$ cat src/rtl/regfile_pkg.sv
// regfile_pkg: constants shared by the register file, write-back stage and
// operand fetch.
//   XLEN     - operand / write-back data width
//   AW       - register address width (2**AW architectural registers)
//   NREG     - number of architectural registers
//   REG_ZERO - address of the hard-wired zero register x0
package regfile_pkg;
  localparam int XLEN = 32;
  localparam int AW   = 5;
  localparam int NREG = 1 << AW;
  localparam logic [AW-1:0] REG_ZERO = '0;
endpackage

$ cat src/rtl/reg_scoreboard.sv
// reg_scoreboard: one pending bit per architectural register, marking a
// destination that has been issued but not yet written back.
// Ports:
//   clk, rst_n           - clock, synchronous active-low reset
//   set_en / set_idx     - mark a register pending (issue of a writer)
//   clr_a_en / clr_a_idx - clear a pending bit (write-back)
//   clr_b_en / clr_b_idx - clear a pending bit (flushed instruction)
//   rdN_idx / rdN_pend   - three combinational read ports (rs1, rs2, rd)
// A set and a clear of the same index in one cycle leave the bit set: the
// new writer is still outstanding even though an older one just retired.
// Bit 0 (x0) never becomes pending.
module reg_scoreboard
  import regfile_pkg::*;
(
  input  logic          clk,
  input  logic          rst_n,
  input  logic          set_en,
  input  logic [AW-1:0] set_idx,
  input  logic          clr_a_en,
  input  logic [AW-1:0] clr_a_idx,
  input  logic          clr_b_en,
  input  logic [AW-1:0] clr_b_idx,
  input  logic [AW-1:0] rd1_idx,
  input  logic [AW-1:0] rd2_idx,
  input  logic [AW-1:0] rd3_idx,
  output logic          rd1_pend,
  output logic          rd2_pend,
  output logic          rd3_pend
);

  logic [NREG-1:0] pend_q;
  logic [NREG-1:0] pend_d;

  // Clears first, then set, so a same-index set overrides either clear.
  always_comb begin
    pend_d = pend_q;
    if (clr_a_en) pend_d[clr_a_idx] = 1'b0;
    if (clr_b_en) pend_d[clr_b_idx] = 1'b0;
    if (set_en)   pend_d[set_idx]   = 1'b1;
    pend_d[REG_ZERO] = 1'b0;
  end

  always_ff @(posedge clk) begin
    if (!rst_n) pend_q <= '0;
    else        pend_q <= pend_d;
  end

  assign rd1_pend = pend_q[rd1_idx];
  assign rd2_pend = pend_q[rd2_idx];
  assign rd3_pend = pend_q[rd3_idx];

endmodule

$ cat src/rtl/operand_fetch.sv
// operand_fetch: reads rs1/rs2 from the register file, bypasses same-cycle
// write-back data, stalls on RAW/WAW hazards against in-flight destinations
// and presents operands to execute from a one-entry registered stage.
// Ports:
//   clk, rst_n                       - clock, synchronous active-low reset
//   in_valid/in_ready, in_rs1/2,
//   in_rs1/2_used, in_rd, in_rd_wen  - decode side
//   rf_raddr1/2, rf_rdata1/2         - asynchronous register file read
//   wb_valid, wb_rd, wb_data         - write-back (rf writes at the same edge)
//   flush                            - kill the instruction in the output stage
//   out_valid/out_ready, out_a/b,
//   out_rd, out_rd_wen               - execute side
// Handshake: a transfer happens on a rising edge where valid && ready are both
// 1. in_ready never depends on in_valid. out_valid, once raised, holds with
// all out_* stable until out_ready or flush; flush drops it without transfer.
module operand_fetch
  import regfile_pkg::*;
(
  input  logic            clk,
  input  logic            rst_n,
  input  logic            in_valid,
  output logic            in_ready,
  input  logic [AW-1:0]   in_rs1,
  input  logic [AW-1:0]   in_rs2,
  input  logic            in_rs1_used,
  input  logic            in_rs2_used,
  input  logic [AW-1:0]   in_rd,
  input  logic            in_rd_wen,
  output logic [AW-1:0]   rf_raddr1,
  output logic [AW-1:0]   rf_raddr2,
  input  logic [XLEN-1:0] rf_rdata1,
  input  logic [XLEN-1:0] rf_rdata2,
  input  logic            wb_valid,
  input  logic [AW-1:0]   wb_rd,
  input  logic [XLEN-1:0] wb_data,
  input  logic            flush,
  output logic            out_valid,
  input  logic            out_ready,
  output logic [XLEN-1:0] out_a,
  output logic [XLEN-1:0] out_b,
  output logic [AW-1:0]   out_rd,
  output logic            out_rd_wen
);

  logic            byp1, byp2, wb_hits_rd;
  logic            pend_rs1, pend_rs2, pend_rd;
  logic            hazard, accept;
  logic [XLEN-1:0] op_a, op_b;

  assign rf_raddr1 = in_rs1;
  assign rf_raddr2 = in_rs2;

  // The register file commits wb_data at the same edge we capture, so its
  // read port still shows the old value: forward from write-back instead.
  assign byp1       = wb_valid && (wb_rd == in_rs1) && (in_rs1 != REG_ZERO);
  assign byp2       = wb_valid && (wb_rd == in_rs2) && (in_rs2 != REG_ZERO);
  assign wb_hits_rd = wb_valid && (wb_rd == in_rd);

  always_comb begin
    op_a = rf_rdata1;
    if (in_rs1 == REG_ZERO) op_a = '0;
    else if (byp1)          op_a = wb_data;
    op_b = rf_rdata2;
    if (in_rs2 == REG_ZERO) op_b = '0;
    else if (byp2)          op_b = wb_data;
  end

  reg_scoreboard u_sb (
    .clk       (clk),
    .rst_n     (rst_n),
    .set_en    (accept && in_rd_wen && (in_rd != REG_ZERO)),
    .set_idx   (in_rd),
    .clr_a_en  (wb_valid),
    .clr_a_idx (wb_rd),
    .clr_b_en  (flush && out_valid && out_rd_wen),
    .clr_b_idx (out_rd),
    .rd1_idx   (in_rs1),
    .rd2_idx   (in_rs2),
    .rd3_idx   (in_rd),
    .rd1_pend  (pend_rs1),
    .rd2_pend  (pend_rs2),
    .rd3_pend  (pend_rd)
  );

  // A pending source is fine if it is being written back this very cycle.
  // A pending destination (WAW) is fine likewise: the old writer retires
  // now and the new one re-marks the bit.
  assign hazard = (in_rs1_used && pend_rs1 && !byp1)
               || (in_rs2_used && pend_rs2 && !byp2)
               || (in_rd_wen && (in_rd != REG_ZERO) && pend_rd && !wb_hits_rd);

  assign in_ready = rst_n && !hazard && !flush && (!out_valid || out_ready);
  assign accept   = in_valid && in_ready;

  always_ff @(posedge clk) begin
    if (!rst_n) begin
      out_valid  <= 1'b0;
      out_a      <= '0;
      out_b      <= '0;
      out_rd     <= '0;
      out_rd_wen <= 1'b0;
    end else if (accept) begin
      out_valid  <= 1'b1;
      out_a      <= op_a;
      out_b      <= op_b;
      out_rd     <= in_rd;
      out_rd_wen <= in_rd_wen;
    end else if (flush || out_ready) begin
      out_valid  <= 1'b0;
    end
  end

endmodule

$ cat config.mk
export PLATFORM = sky130hd
export DESIGN_NAME = operand_fetch
export DESIGN_NICKNAME = d
export VERILOG_FILES = /design/src/rtl/regfile_pkg.sv /design/src/rtl/reg_scoreboard.sv /design/src/rtl/operand_fetch.sv
export SDC_FILE = /design/constraint.sdc
export NUM_CORES = 1
export LEC_CHECK = 0
export BUFFER_PORTS_ARGS = -buffer_cell sky130_fd_sc_hd__buf_4
export CAP_MARGIN = 20
export CORE_MARGIN = 2
export CORE_UTILIZATION = 30
export CTS_CLUSTER_DIAMETER = 50
export DETAILED_ROUTE_END_ITERATION = 7
export PLACE_DENSITY = 0.6
export RECOVER_POWER = 50
export SLEW_MARGIN = 20
export SYNTH_ARGS = -nofsm -noshare
export SYNTH_HDL_FRONTEND = slang
export SYNTH_SLANG_ARGS = --single-unit
$ cat constraint.sdc
create_clock -name clk -period 3.22 [get_ports clk]
set_input_delay 0.161 -clock clk [delete_from_list [all_inputs] [get_ports clk]]
set_output_delay 0.161 -clock clk [all_outputs]
set_load 0.01 [all_outputs]
# ---- Yosys cells after proc, flatten, opt, wreduce, memory -nomap -nowiden
# Cells that the tools add are included.
dict set report classes {
  order_cmp 8
  n_eq_ne 3
  muxes 21
  n_bitwise 5
  reduce_logical 39
}
# operator count
set op_table {}
lappend op_table {{32-bit 2-to-1 mux} 7}
lappend op_table {{32-bit bitwise AND} 2}
lappend op_table {{32-bit inverter} 2}
lappend op_table {{32-bit OR} 1}
lappend op_table {{5-bit by 6-bit less-than comparator with 1-bit output, second input constant} 5}
lappend op_table {{1-bit logical AND} 23}
lappend op_table {{1-bit binary-select mux with 5-bit select} 3}
lappend op_table {{1-bit demux with 5-bit select} 3}
lappend op_table {{5-bit equality test} 3}
lappend op_table {{5-bit by 1-bit greater-or-equal comparator with 1-bit output, second input constant} 3}
lappend op_table {{5-bit nonzero test} 3}
lappend op_table {{5-bit logical NOT} 2}
lappend op_table {{1-bit 2-to-1 mux} 8}
lappend op_table {{1-bit logical NOT} 6}
lappend op_table {{1-bit logical OR} 4}
lappend op_table {{2-bit nonzero test} 1}
dict set report totals {
  reg_bits 103
  in_bits 125
  out_inout_bits 82
  wordCells 83
}

# ---- Depth between registers and ports, before layout
dict set report depth {
  word_depth 15
  ltp_mapped 11
  depth_no_buf 7
}

# ---- Modules after synthesis
# From an unflattened synthesis, not the netlist that was laid out.
dict set report hier_totals {
  cells_unflattened 706
  area_unflattened_um2 6660.1
}
# mod n_inst cells_each area_each_um2 seq_area_each_um2
set modules_own_cells {}
lappend modules_own_cells {operand_fetch 1 425 4136.5 1421.4}
lappend modules_own_cells {reg_scoreboard 1 281 2523.7 620.6}

# ---- Least setup slack after synthesis
# Ideal clock, no wire load.
dict set report synth_timing {
  kind {input-to-reg}
  start {in in_rs1[0]}
  end {reg u_sb.pend_q[11]}
  setup_time_ns 0.089
  arrival_ns 1.963
  t_required_ns 3.131
  slack_ns 1.168
  path_stages 10
  n_path_buf 3
  cell_sequence {buf_2 > mux4_2 > mux2i_1 > o221ai_1 > o2111ai_1 > and3_1 > nand3_2 > buf_6 > buf_6 > o31ai_1}
}
dict set report synth_between {
  elab_chain_len 15
  word_cells_on_any_way 19
  cone_classes {1 x eq/ne; 3 x mux; 15 x reduce/logical}
}
# element line
set synth_rtl {}
lappend synth_rtl {{start, declared} operand_fetch.sv:23} ;# input logic [AW-1:0] in_rs1,
lappend synth_rtl {{branches (longest 4 deep; another with 1-bit binary-select mux with 5-bit select)} -}
lappend synth_rtl {{1-bit logical AND (*)} operand_fetch.sv:88} ;# assign hazard = (in_rs1_used && pend_rs1 && !byp1)
lappend synth_rtl {{1-bit logical OR (*)} operand_fetch.sv:89} ;# || (in_rs2_used && pend_rs2 && !byp2)
lappend synth_rtl {{1-bit logical OR (*)} operand_fetch.sv:90} ;# || (in_rd_wen && (in_rd != REG_ZERO) && pend_rd && !wb_hits_rd);
lappend synth_rtl {{1-bit logical NOT (*)} operand_fetch.sv:92} ;# assign in_ready = rst_n && !hazard && !flush && (!out_valid || out_ready);
lappend synth_rtl {{1-bit logical AND (*) (3 in a row)} operand_fetch.sv:92}
lappend synth_rtl {{1-bit logical AND (*)} operand_fetch.sv:93} ;# assign accept = in_valid && in_ready;
lappend synth_rtl {{1-bit logical AND (*) (2 in a row)} operand_fetch.sv:71} ;# .set_en (accept && in_rd_wen && (in_rd != REG_ZERO)),
lappend synth_rtl {{32-bit 2-to-1 mux (*)} reg_scoreboard.sv:39} ;# if (set_en) pend_d[set_idx] = 1'b1;
lappend synth_rtl {{end signal, assigned} reg_scoreboard.sv:45} ;# else pend_q <= pend_d;
lappend synth_rtl {{end, declared} reg_scoreboard.sv:31} ;# logic [NREG-1:0] pend_q;
# Mark *: on every way between the ends. The select of a mux whose other input is x is not followed.
# A chain may end at the register's enable or synchronous reset.

# ---- Worst setup path after layout
dict set report layout_timing {
  start {in in_rs1[1]}
  end {reg u_sb.pend_q[15]}
}
# The elaborated chain is that of the path after synthesis.

==> qor.csv <==
stage;metric;value;unit
run_status;status;completed;
grt;grt ovf;0;
clock_tree;total CTS buffers;9;
clock_tree;Num Clock Sinks;102;
placed_design;Detailed Place HPWL;15700;µm
layout;Fillers;2140;
floorplanning;die area;21600;µm²
synthesis;Seq/Total Area, Yosys;33.2;%
timing;final worst slack;453;ps
timing;period utilization;85.9;%
power_and_ir_drop;clock power share;40.7;%
worst_setup_path;Crit Path Class;input port to flop;
timing;fin crit period;2770;ps
timing;Clock Skews;7.43;ps
floorplanning;Core ar.;20200;µm²
placed_design;port buffer count;206;
grt;vias in the first global route;5952;
clock_tree;Max H-tree Level;3;
detailed_routing;WL per Instance;19.8;µm
timing;total negative setup slack;0;ps
timing;RSZ-0062 raised after global routing;false;
grt;GRT Overall Usage;20.3;%
synthesis;top_reg_cell synth;dfxtp_1;
synthesis;largest family of logic cells by synthesized area;simple AND/OR/NAND/NOR gates;
layout;Synth-to-Final Area Change;25.7;%
synthesis;Post-Synth Simple-Gate Area;20.7;%
floorplanning;Die W;147;µm
synthesis;XOR/XNOR share of the synthesized area;2.14;%
layout;fin cells;1132;
power_and_ir_drop;Cell Pwr Density;405;nW/µm²
floorplanning;# IOs;207;
worst_setup_path;most frequent cell on the critical path;mux2i_1;
grt;first-pass GRT wire length;34600;µm
power_and_ir_drop;internal power;0.00232;W
layout;nets@finish;983;
detailed_routing;via count;6120;
worst_setup_path;max incr delay on CP;670;ps
placed_design;gpl congestion;0.931;
timing;Hold Fails Final Rpt;0;
synthesis;Mapped Avg Cell Area;8.66;µm²
synthesis;post-synthesis compound-gate area fraction;16.4;%
worst_setup_path;CP max-delay cell;clkbuf_1;
power_and_ir_drop;switching power total;0.000808;W
power_and_ir_drop;Leakage;3.41;nW
power_and_ir_drop;register share of total power;42.7;%
clock_tree;postcts setup bufs;0;
synthesis;Mapped Nets;834;
worst_hold_path;Hold Crit Class;input port to flop;
power_and_ir_drop;Design Power;0.00313;W
grt;initial antenna violation count;1;
placed_design;dpl ws;724;ps
detailed_routing;Vias/cell;5.41;
clock_tree;Max clock buf depth;2;
detailed_routing;routed wire length;22400;µm
synthesis;adder-cell share of the synthesized area;0;%
floorplanning;initial core utilization;30.5;%
worst_setup_path;Crit. End Element;flop;
synthesis;post-synthesis mux area share;20.5;%
grt;largest net degree at the start of global routing;103;
power_and_ir_drop;Comb power frac;16.6;%
synthesis;Post-synth EDFFs;0;
layout;final instance area;7720;µm²
floorplanning;FP Rows;52;
synthesis;yosys warns;0;
layout;diodes inserted;0;
layout;layout cells sized above 1;20.4;%
detailed_routing;final antenna-violating net count;0;
detailed_routing;drt first-iter violations;488;
clock_tree;Clock Latency Late Sink;350;ps
worst_setup_path;crit-path cells;clkbuf_1 -> mux4_2 -> mux2i_1 -> mux2i_1 -> o2111ai_1 -> and3_1 -> nand3_1 -> buf_12 -> o31ai_1;
timing;slew of the pin with the lowest slew margin;922;ps
worst_setup_path;CP Launch Type;input port;
timing;Slew HR;38.5;%
clock_tree;Hold Buf Count CTS;0;
floorplanning;Die H;147;µm
timing;Finish-stage setup viols;0;
timing;Max Slew Vio Count;0;
synthesis;cell area after synthesis;6140;µm²
detailed_routing;Pre-antenna DRT Iters;5;
worst_setup_path;Arrival @ worst endpoint;3010;ps
clock_tree;Reg clk slew, reported paths;70;ps
synthesis;Synth async-reset ratio;0;%
worst_setup_path;Critical Path RT;3460;ps
synthesis;Post-Syn Instances;709;
run;total of max-cap violations;0;
clock_tree;root buffer cell;clkbuf_16;
power_and_ir_drop;switching part of the total;25.8;%
synthesis;synthesized flop and latch total;102;
timing;Fmax;361;MHz
placed_design;Post-DP Area;7700;µm²
detailed_routing;DRC Markers;0;
worst_setup_path;CP max FO;102;
clock_tree;Post-CTS Resized;0;
clock_tree;CTS tree;built;
synthesis;count of cell types in the netlist;48;
power_and_ir_drop;worst vdd ir;0.288;mV
placed_design;placed insts;1117;
## synth_stat cells (2+ instances only)
cell type  count  area (µm²)
buf_4         10        75.1
o311ai_0       3        26.3
or3_1          3        18.8
nor4_1         2        12.5
inv_1          5        18.8
o2111ai_1     33         289
nor3b_1        5        37.5
nand2b_1       3        18.8
and3b_1        2        17.5
mux2i_1       87         871
o211ai_1       3        22.5
o31ai_2        3        37.5
nand2_1      120         450
nand3b_1       4        30.0
o221ai_1       3        26.3
buf_2         10        50.1
or2_2          2        12.5
and4_1         3        26.3
nor2b_1        3        18.8
mux2_2         8        90.1
buf_6         10         113
xnor2_1        3        26.3
clkbuf_1      46         173
o22a_1         2        17.5
mux4_2        12         270
o31ai_1       28         210
nor3_1         4        20.0
a21oi_1       65         325
xor2_1        12         105
nand3_1       16        80.1
nor2_1        10        37.5
and3_1        67         419
dfxtp_1      102        2040
o21ai_0        2        10.0
nand4_1        5        31.3
## metal layers
| layer | up-vias | GRT usage (%) | routed length [µm] | share of wire (%) |
|---|---|---|---|---|
| met4 | 0 | 5.24 | 406 | 1.8 |
| met2 | 300 | 30.6 | 9910 | 44 |
| met1 | 2891 | 29.3 | 10200 | 45 |
| met5 | - | 0 | 0 | 0 |
| met3 | 31 | 4.44 | 1900 | 8.5 |
| li1 | 2898 | - | - | - |
## state kept, by name, indices dropped and copies added, names as in the netlist
name and cells:
out_valid 1, out_rd_wen 1, out_rd 5, out_b 32, out_a 32, u_sb.pend_q 31
## cells in the final DEF (no fill, tap or decap), types with 2 or more instances in the layout
cell type and instances:
nor3b_1 5, mux4_2 12, xor2_1 12, mux2i_1 87, bufinv_16 3, nor3_1 4, nor2_1 10, o221ai_1 3
nand3_1 17, and3_1 67, nor2b_1 3, o22a_1 2, nand2b_1 3, nor4_1 2, o31ai_2 2, or3_1 3
and4_1 3, mux2_2 8, inv_1 5, o211ai_1 3, xnor2_1 3, or2_2 2, nand4_1 5, o2111ai_1 33
o21ai_0 2, o31ai_1 29, and3b_1 2, nand2_1 120, a21oi_1 65, buf_4 133, o311ai_0 3, clkbuf_1 81
clkbuf_16 9, nand3b_1 4, dfxtp_1 102
## layout make-up
| cell class | count | area (µm²) | share of cell area [%] |
|---|---|---|---|
| Clock buffer | 10 | 239 | 3.09 |
| Clock inverter | 5 | 106 | 1.38 |
| Inverter | 6 | 22.5 | 0.292 |
| Multi-Input combinational cell | 524 | 3650 | 47.3 |
| Sequential cell | 102 | 2040 | 26.4 |
| Tap cell | 270 | 338 | 4.37 |
| Timing Repair Buffer | 215 | 1320 | 17.1 |
## worst max-delay path, delay by kind of cell
family | cells | cell delay [ps]
and+or+nand+nor | 2 | 350
buffers and inverters | 2 | 960
muxes | 3 | 840
AOI/OAI and AO/OA | 2 | 600
## power by group through the flow
stage / registers [W] / logic, W / clock network (W)
CTS: 0.00134 / 0.000560 / 0.00130
global placement: 0.00136 / 0.000556 / 0
detailed placement: 0.00136 / 0.000559 / 0
global route: 0.00134 / 0.000564 / 0.00136
floorplan: 0.00138 / 0.000278 / 0
finish: 0.00133 / 0.000519 / 0.00127
## stage by stage
| stage | hold WS [ps] | util [%] |
|---|---|---|
| floorplan | 337 | - |
| global placement | 433 | 38.2 |
| detailed placement | 442 | 38.2 |
| CTS | 80.2 | 39.9 |
| global route | 87.8 | 38.3 |
| finish | 87.5 | 38.3 |
## cell families (layout without fill, tap and decap cells)
group | Yosys count | count (layout)
AND/OR/NAND/NOR | 253 | 253
XOR/XNOR | 15 | 15
AO/OA/AOI/OAI | 148 | 148
buffers and inverters | 83 | 236
multiplexers | 108 | 108
flip-flops | 102 | 102
## path summary, 6_finish.rpt
check,from,end,slack [ps],depth (start not counted)
hold / removal,wb_data[5],out_b[5]$_SDFFE_PN0P_,90,3
hold reg to reg,out_b[2]$_SDFFE_PN0P_,out_b[2]$_SDFFE_PN0P_,460,2
setup / recovery,in_rs1[1],u_sb.pend_q[15]$_SDFF_PN0_,450,9
setup reg to reg,u_sb.pend_q[1]$_SDFF_PN0_,out_valid$_SDFFE_PN0P_,620,8
Note: power is estimated with default switching activity, not from simulation.
